**src/rtl/accumulator_pkg.sv**
```systemverilog
`default_nettype none
// ============================================================================
// Module   : accumulator_pkg
// Purpose  : Width formulas and default sizes shared by the PE row array
//            (producer) and the accumulator (consumer) so both ends agree.
// Revision : 1.0 - initial release
// ============================================================================
package accumulator_pkg;

   localparam int IFM_BIT_DEF = 8;
   localparam int W_BIT_DEF   = 8;
   localparam int K_DEF       = 3;
   localparam int IN_CH_DEF   = 512;

   // Per-row partial sum: one product plus growth from K lanes over IN_CH beats.
   function automatic int bit_pe(input int ifm_bit, input int w_bit,
                                 input int k, input int in_ch);
      return ifm_bit + w_bit + $clog2(k * in_ch);
   endfunction

   // Accumulator side additionally sums the K row partial sums.
   function automatic int bit_accumulator(input int ifm_bit, input int w_bit,
                                          input int k, input int in_ch);
      return bit_pe(ifm_bit, w_bit, k, in_ch) + $clog2(k);
   endfunction

endpackage
`default_nettype wire

```
**src/rtl/pe_row_array_if.sv**
```systemverilog
`default_nettype none
// ============================================================================
// Module   : pe_row_array_if
// Purpose  : Beat input (window + kernel) and packed PE output bundle.
//            master = beat source / PE sink, slave = the PE row array.
// Revision : 1.0 - initial release
// ============================================================================
interface pe_row_array_if
   import accumulator_pkg::*;
#(
   parameter int IFM_BIT = IFM_BIT_DEF,
   parameter int W_BIT   = W_BIT_DEF,
   parameter int K       = K_DEF,
   parameter int IN_CH   = IN_CH_DEF
);

   localparam int BIT_PE = bit_pe(IFM_BIT, W_BIT, K, IN_CH);

   logic                     in_valid;
   logic [K*K*IFM_BIT-1:0]   ifm;
   logic [K*K*W_BIT-1:0]     weight;
   logic                     out_valid;
   logic [K*BIT_PE-1:0]      PE;

   modport master (output in_valid, ifm, weight, input  out_valid, PE);
   modport slave  (input  in_valid, ifm, weight, output out_valid, PE);

endinterface
`default_nettype wire

```
**src/rtl/pe_row_array_pe_row.sv**
```systemverilog
`default_nettype none
// ============================================================================
// Module   : pe_row
// Purpose  : One kernel row: K-lane multiply, lane reduction, and a
//            load/accumulate register holding the running row partial sum.
// Revision : 1.0 - initial release
// ============================================================================
module pe_row #(
   parameter int IFM_BIT = 8,
   parameter int W_BIT   = 8,
   parameter int K       = 3,
   parameter int BIT_PE  = 27
) (
   input  logic                   clk,
   input  logic                   rst_n,
   input  logic                   beat,
   input  logic                   load,
   input  logic [K*IFM_BIT-1:0]   ifm_row,
   input  logic [K*W_BIT-1:0]     w_row,
   output logic [BIT_PE-1:0]      sum_next
);

   localparam int PROD_W = IFM_BIT + W_BIT;

   logic [PROD_W-1:0] prod [K];
   logic [BIT_PE-1:0] rowsum;
   logic [BIT_PE-1:0] acc;

   for (genvar i = 0; i < K; i++) begin : g_lane
      assign prod[i] = PROD_W'(ifm_row[i*IFM_BIT +: IFM_BIT])
                     * PROD_W'(w_row[i*W_BIT +: W_BIT]);
   end

   // Sum the K zero-extended lane products into one row sum.
   always_comb begin
      rowsum = '0;
      for (int i = 0; i < K; i++) begin
         rowsum = rowsum + BIT_PE'(prod[i]);
      end
   end

   // First beat of a group loads, discarding the previous group with no dead cycle.
   assign sum_next = load ? rowsum : (acc + rowsum);

   // Running partial sum only advances on qualified beats.
   always_ff @(posedge clk or negedge rst_n) begin
      if (!rst_n) begin
         acc <= '0;
      end else if (beat) begin
         acc <= sum_next;
      end
   end

endmodule
`default_nettype wire

```
**src/rtl/pe_row_array.sv**
```systemverilog
`default_nettype none
// ============================================================================
// Module   : pe_row_array
// Purpose  : K kernel rows accumulating dot products over IN_CH beats; emits
//            the packed row partial sums with a one-cycle out_valid pulse.
// Revision : 1.0 - initial release
// ============================================================================
module pe_row_array
   import accumulator_pkg::*;
#(
   parameter int IFM_BIT = IFM_BIT_DEF,
   parameter int W_BIT   = W_BIT_DEF,
   parameter int K       = K_DEF,
   parameter int IN_CH   = IN_CH_DEF
) (
   input  logic          clk,
   input  logic          rst_n,
   pe_row_array_if.slave bus
);

   localparam int BIT_PE = bit_pe(IFM_BIT, W_BIT, K, IN_CH);
   // A single-channel group still needs a 1-bit counter to stay legal.
   localparam int CNT_W  = (IN_CH > 1) ? $clog2(IN_CH) : 1;
   localparam logic [CNT_W-1:0] LAST_CNT = CNT_W'(IN_CH - 1);

   logic [CNT_W-1:0]    count;
   logic                first_beat;
   logic                last_beat;
   logic [BIT_PE-1:0]   row_next [K];
   logic [K*BIT_PE-1:0] pe_q;
   logic                valid_q;

   assign first_beat = (count == '0);
   assign last_beat  = bus.in_valid && (count == LAST_CNT);

   // Beat counter: advances on valid beats only, wraps after the last channel.
   always_ff @(posedge clk or negedge rst_n) begin
      if (!rst_n) begin
         count <= '0;
      end else if (bus.in_valid) begin
         count <= (count == LAST_CNT) ? '0 : (count + 1'b1);
      end
   end

   for (genvar r = 0; r < K; r++) begin : g_row
      pe_row #(
         .IFM_BIT (IFM_BIT),
         .W_BIT   (W_BIT),
         .K       (K),
         .BIT_PE  (BIT_PE)
      ) u_row (
         .clk      (clk),
         .rst_n    (rst_n),
         .beat     (bus.in_valid),
         .load     (first_beat),
         .ifm_row  (bus.ifm[r*K*IFM_BIT +: K*IFM_BIT]),
         .w_row    (bus.weight[r*K*W_BIT +: K*W_BIT]),
         .sum_next (row_next[r])
      );
   end

   // Capture completed row sums; held until the next group completes.
   always_ff @(posedge clk or negedge rst_n) begin
      if (!rst_n) begin
         pe_q <= '0;
      end else if (last_beat) begin
         for (int r = 0; r < K; r++) begin
            pe_q[r*BIT_PE +: BIT_PE] <= row_next[r];
         end
      end
   end

   // One-cycle completion pulse the cycle after the last beat.
   always_ff @(posedge clk or negedge rst_n) begin
      if (!rst_n) begin
         valid_q <= 1'b0;
      end else begin
         valid_q <= last_beat;
      end
   end

   assign bus.PE        = pe_q;
   assign bus.out_valid = valid_q;

endmodule
`default_nettype wire

```
**src/flat_wrapper.sv**
```systemverilog
// flat-port wrapper written by rule: the top's interface ports become plain ports
module pe_row_array_flat import accumulator_pkg::*;
#(
   parameter int IFM_BIT = IFM_BIT_DEF,
   parameter int W_BIT   = W_BIT_DEF,
   parameter int K       = K_DEF,
   parameter int IN_CH   = IN_CH_DEF
)
  (clk, rst_n, bus_in_valid, bus_ifm, bus_weight, bus_out_valid, bus_PE);
  pe_row_array_if #(.IFM_BIT(IFM_BIT), .W_BIT(W_BIT), .K(K), .IN_CH(IN_CH)) bus_i ();
  input  logic clk;
  input  logic rst_n;
  input wire logic [$bits(bus_i.in_valid)-1:0] bus_in_valid;
  input wire logic [$bits(bus_i.ifm)-1:0] bus_ifm;
  input wire logic [$bits(bus_i.weight)-1:0] bus_weight;
  output wire logic [$bits(bus_i.out_valid)-1:0] bus_out_valid;
  output wire logic [$bits(bus_i.PE)-1:0] bus_PE;
  assign bus_i.in_valid = bus_in_valid;
  assign bus_i.ifm = bus_ifm;
  assign bus_i.weight = bus_weight;
  assign bus_out_valid = bus_i.out_valid;
  assign bus_PE = bus_i.PE;
  pe_row_array #(.IFM_BIT(IFM_BIT), .W_BIT(W_BIT), .K(K), .IN_CH(IN_CH)) u_core (.clk(clk), .rst_n(rst_n), .bus(bus_i));
endmodule
```
**config.mk**
```make
export PLATFORM = sky130hd
export DESIGN_NAME = pe_row_array_flat
export DESIGN_NICKNAME = d
export VERILOG_FILES = /design/src/rtl/accumulator_pkg.sv /design/src/rtl/pe_row_array_if.sv /design/src/rtl/pe_row_array_pe_row.sv /design/src/rtl/pe_row_array.sv /design/src/flat_wrapper.sv
export SDC_FILE = /design/constraint.sdc
export NUM_CORES = 2
export LEC_CHECK = 0
export CAP_MARGIN = 30
export CORE_AREA = 2 2 294 296
export DETAILED_ROUTE_END_ITERATION = 6
export DIE_AREA = 0 0 296 298
export GPL_TIMING_DRIVEN = 0
export REMOVE_ABC_BUFFERS = 1
export SLEW_MARGIN = 0
export SYNTH_ARGS = -nofsm -noshare
export SYNTH_HDL_FRONTEND = slang
export SYNTH_HIERARCHICAL = 1
export SYNTH_SLANG_ARGS = --single-unit
```
**constraint.sdc**
```tcl
create_clock -name clk -period 3 [get_ports clk]
set_input_delay 0.75 -clock clk [delete_from_list [all_inputs] [get_ports clk]]
set_output_delay 0.75 -clock clk [all_outputs]
set_load 0.05 [all_outputs]
```
Word-level counts from Yosys, hierarchy flattened. Index checks and enable logic that the tools add are counted.

Flip-flop bits (word level): 172. Bits of input ports: 147. Output and inout port bits: 82.

Add/subtract/negate cells: 10. Multipliers: 9. Eq/ne operators: 1. Multiplexer cells: 4. Reduce and logical (&&, ||, !) cells: 2.

Operators by type and width (count): multiplier 8 x 8 -> 16 bit (9); adder 27 x 18 -> 27 bit (3); two-way mux 27 bit (3); adder 17 x 16 -> 18 bit (3); adder 16 x 16 -> 17 bit (3); adder 9 x 1 -> 9 bit, second input constant (1); == test 9 bit, second input constant (1); zero test 9 bit (1); two-way mux 9 bit (1); logical AND 1 bit (1).

Longest topological paths before layout.
Depth in word-level cells: 5. Depth in mapped cells: 42. Depth with buffers taken out: 42.

Cells and area by module. Netlist, hierarchy kept.

By module, submodules not included: pe_row at u_core.g_row[0].u_row (times used 1, cells an instance 1105, area an instance 9631.7 um^2); pe_row at u_core.g_row[1].u_row (times used 1, cells an instance 1079, area an instance 9487.8 um^2); pe_row at u_core.g_row[2].u_row (times used 1, cells an instance 1075, area an instance 9467.8 um^2); pe_row_array (times used 1, cells an instance 394, area an instance 3542.1 um^2).

Worst setup path before layout. No wires, ideal clock.

Path kind: input-to-reg. Start: input bus_ifm[0]. End: register u_core.g_row[0].u_row.acc[18]. Arrival time: 9.919 ns. Required time: 2.859 ns. Slack: -7.060 ns. Cell stages on the path: 38. Cell sequence: nand2_1 > fa_1 > fa_1 > fa_1 > inv_1 > fa_1 > fa_1 > inv_1 > fa_1 > inv_1 > ha_1 > o21a_1 > o31ai_1 > nand2b_1 > xnor2_1 > fa_1 > fa_1 > inv_1 > (+2 left out) > fa_1 > inv_1 > ha_1 > o211ai_1 > o21a_1 > a21oi_1 > o21ai_0 > a21boi_0 > nor2_1 > ha_1 > buf_2 > a21o_1 > o21bai_1 > a2111oi_2 > nor3_1 > mux2_4 > o31ai_1 > o311ai_1.

Word-level cells in the longest chain between the ends: 5.

RTL lines: from (decl) (line flat_wrapper.sv:14) `input wire logic [$bits(bus_i.ifm)-1:0] bus_ifm;`; multiplier 8 x 8 -> 16 bit (line pe_row_array_pe_row.sv:31) `* PROD_W'(w_row[i*W_BIT +: W_BIT]);`; adder 16 x 16 -> 17 bit (line pe_row_array_pe_row.sv:38) `rowsum = rowsum + BIT_PE'(prod[i]);`; adder 17 x 16 -> 18 bit (line pe_row_array_pe_row.sv:38); adder 27 x 18 -> 27 bit (line pe_row_array_pe_row.sv:43) `assign sum_next = load ? rowsum : (acc + rowsum);`; two-way mux 27 bit (line pe_row_array_pe_row.sv:43); to (signal assigned) (line pe_row_array_pe_row.sv:50) `acc <= sum_next;`; to (decl) (line pe_row_array_pe_row.sv:27) `logic [BIT_PE-1:0] acc;`.

Every way passes these cells. A chain may end at the register's enable or synchronous reset.

==> results.json <==
{
  "start_util_pct": 37.9,
  "dp_hpwl_um": 61600,
  "final.setup.worst_slack_ns": -6.74,
  "clock-sinks": 172,
  "crit_arrival_ns": 10.08,
  "worstSetupPathType": "in -> reg",
  "end_kind": "flop",
  "reg2reg_slack_ns": -0.30,
  "ctsHoldBuffers": 0,
  "hold_class": "in -> async",
  "async_flop_share_pct": 100,
  "nets": 5042,
  "die_y_um": 298,
  "die_area_mm2": 0.0882,
  "synth_area_per_cell_um2": 8.80,
  "vias": 26400,
  "cp.required_ns": 3.34,
  "period_share_pct": 325,
  "synthCells": 3653,
  "clk_latency_ns": 0.46,
  "htree_num_levels": 4,
  "path_clk_slew_ns": 0.07,
  "row_count": 107,
  "place_congestion": 0.841,
  "cpMaxStageDelayCell": "fa_1",
  "first_pass_iters": 6,
  "worst_path_largest_cell_delay_ns": 0.55,
  "cts_tree": "done",
  "relSlewSlack_pct": 40.1,
  "grt_pass1_wl_um": 136000,
  "cts-buffers-inserted": 17,
  "synth_area_leaders": "fa_1 (28%), ha_1 (15%), dfrtp_1 (13%)",
  "syn_area_mm2": 0.0321,
  "dp_slack_ns": -8.85,
  "max_slew.worst_pin.slew_ns": 0.898,
  "outcome": "complete, but fails checks",
  "stdcell_count": 5230,
  "synth_area_leader_cell": "fa_1",
  "drive_above_1_share_pct": 27.8,
  "io_buffers": 228,
  "yosysSeqAreaShare_pct": 13.4,
  "globalRouteOverflowTotal": 0,
  "yosys_register_bits": 172,
  "drc": 0,
  "grt_pass1_vias": 26500,
  "synthToLayoutAreaGrowth_pct": 36.0,
  "yosys_warnings": 6,
  "slew_viol_final": 0,
  "clk_path_buf_depth": 2,
  "synth-main-ff-cell": "dfrtp_1",
  "antenna_left": 0,
  "vias_per_cell": 5.04,
  "final_core_util_pct": 51.5,
  "io_pins": 229,
  "wl_per_cell_um": 16.7,
  "skew_ns": 0.0176,
  "die_x_um": 296,
  "synth.top_cell.area_share_pct": 27.7,
  "yosysUniqueCellTypes": 96,
  "placed_cells": 4975,
  "core_mm2": 0.0849,
  "final.setup.tns_ns": -844.05,
  "n_fill_cell": 7563,
  "antenna_found_initial": 7,
  "violations": "setup timing",
  "fmax_mhz": 103,
  "fin_crit_ns": 9.74,
  "crit_path_frequent_cell": "fa_1",
  "maxCapViolCount": 0,
  "rsz0062_at_grt": "yes",
  "synth-edff-count": 0,
  "grt_start_max_net_pins": 92,
  "cts_root_buf": "clkbuf_16",
  "grt_use_total_pct": 18.8,
  "crit_fanout": 8,
  "hold_viol_final": 0,
  "setup_violations": 156,
  "drt-initial-drc-count": 1338,
  "crit_path_start_kind": "input port",
  "wirelength_um": 87300
}
[final timing paths]
path | start | end | depth (start not counted)
setup / recovery | bus_ifm[12] | u_core/bus.PE[18] | 43
setup reg to reg | u_core/count[2] | u_core/g_row[2].u_row/acc[15] | 5
max in group asynchronous | rst_n | u_core/bus.PE[51] | 2
hold reg to reg | u_core/bus.PE[23] | u_core/bus.PE[23] | 2
min in group clk | u_core/bus.PE[23] | u_core/bus.PE[23] | 2
hold / removal | rst_n | u_core/bus.PE[2] | 1
[worst max-delay path: cells and delay by family]
| family | cells | cell delay (ns) |
|---|---|---|
| AOI/OAI and AO/OA | 11 | 1.84 |
| xor gates and xnor gates | 2 | 0.29 |
| adders and majority gates | 13 | 5.64 |
| buffers and inverters | 10 | 0.66 |
| muxes | 1 | 0.35 |
| and+or+nand+nor | 6 | 0.55 |
[sequential cells by signal (all words and copies together), names as in the netlist]
signal and count:
u_core/count 9, u_core/bus.out_valid 1, u_core/g_row.u_row/acc 81, u_core/bus.PE 81
[synth_stat cells, types with 20 or more instances]
cell type and count:
nand3_1 35, a21oi_1 107, nor3_1 25, xor2_1 49, a211oi_1 30, inv_1 655
mux2_2 61, nand4_1 23, a21o_1 54, fa_1 444, nor2b_1 23, and2_1 343
o21a_1 24, ha_1 385, o21ai_0 96, o211ai_1 20, nor2_1 117, dfrtp_1 172
nand2_1 588, xnor2_1 82, clkbuf_1 35
[cells by family after synthesis]
family          Yosys count  synth area share (%)
simple gates           1253                  18.9
fa+ha+maj               829                  42.7
buf+inv                 713                  8.61
compound gates          472                  10.0
flops                   172                  13.4
xor+xnor                131                  3.57
mux                      83                  2.89
[layout by cell type (no fill, tap or decap), drive strengths merged, types with 25 or more instances in the layout]
cell,count
mux2,65
inv,660
nor3,26
o21ai,103
a21o,56
fa,444
o21a,25
dfrtp,172
nor2,117
clkdlybuf4s50,130
ha,385
buf,311
a211oi,34
a21oi,114
nand2,589
and2,344
xor2,49
nand3,36
xnor2,82
[per-stage QoR]
stage	hold slack [ns]	instance area (µm²)
2_1_floorplan	0.454	31800
3_3_place_gp	0.457	35500
3_5_place_dp	0.461	35700
4_1_cts	0.331	39800
5_1_grt	0.359	43700
6_report	0.302	43700
[layer usage]
| layer | GRT usage [%] | up-vias | wire, µm |
|---|---|---|---|
| met1 | 26.9 | 13300 | 39600 |
| li1 | - | 12500 | - |
| met4 | 3.60 | 0 | 1200 |
| met2 | 30.7 | 517 | 43400 |
| met5 | 0 | - | 0 |
| met3 | 2.06 | 72 | 3140 |
[final cells by class]
cell class | count | area [µm²] | share of cell area [%]
multi-input combinational | 2768 | 30300 | 69.4
timing repair buffer | 450 | 4530 | 10.4
sequential | 172 | 4300 | 9.85
inverter | 657 | 2480 | 5.67
tap | 1144 | 1430 | 3.28
clock buffer | 19 | 443 | 1.01
clock inverter | 13 | 154 | 0.352
antenna | 7 | 17.5 | 0.0401
[timing repair]
item,4_1_cts,5_1_grt
setup endpoints to repair,156,156
setup buffers,119,100
pin swaps,264,398
gates resized for setup,1115,603
gates cloned,0,0
Power is left out: the tool's default activity adds up to more than one toggle a clock period on the data nets, which glitch-free logic cannot reach.
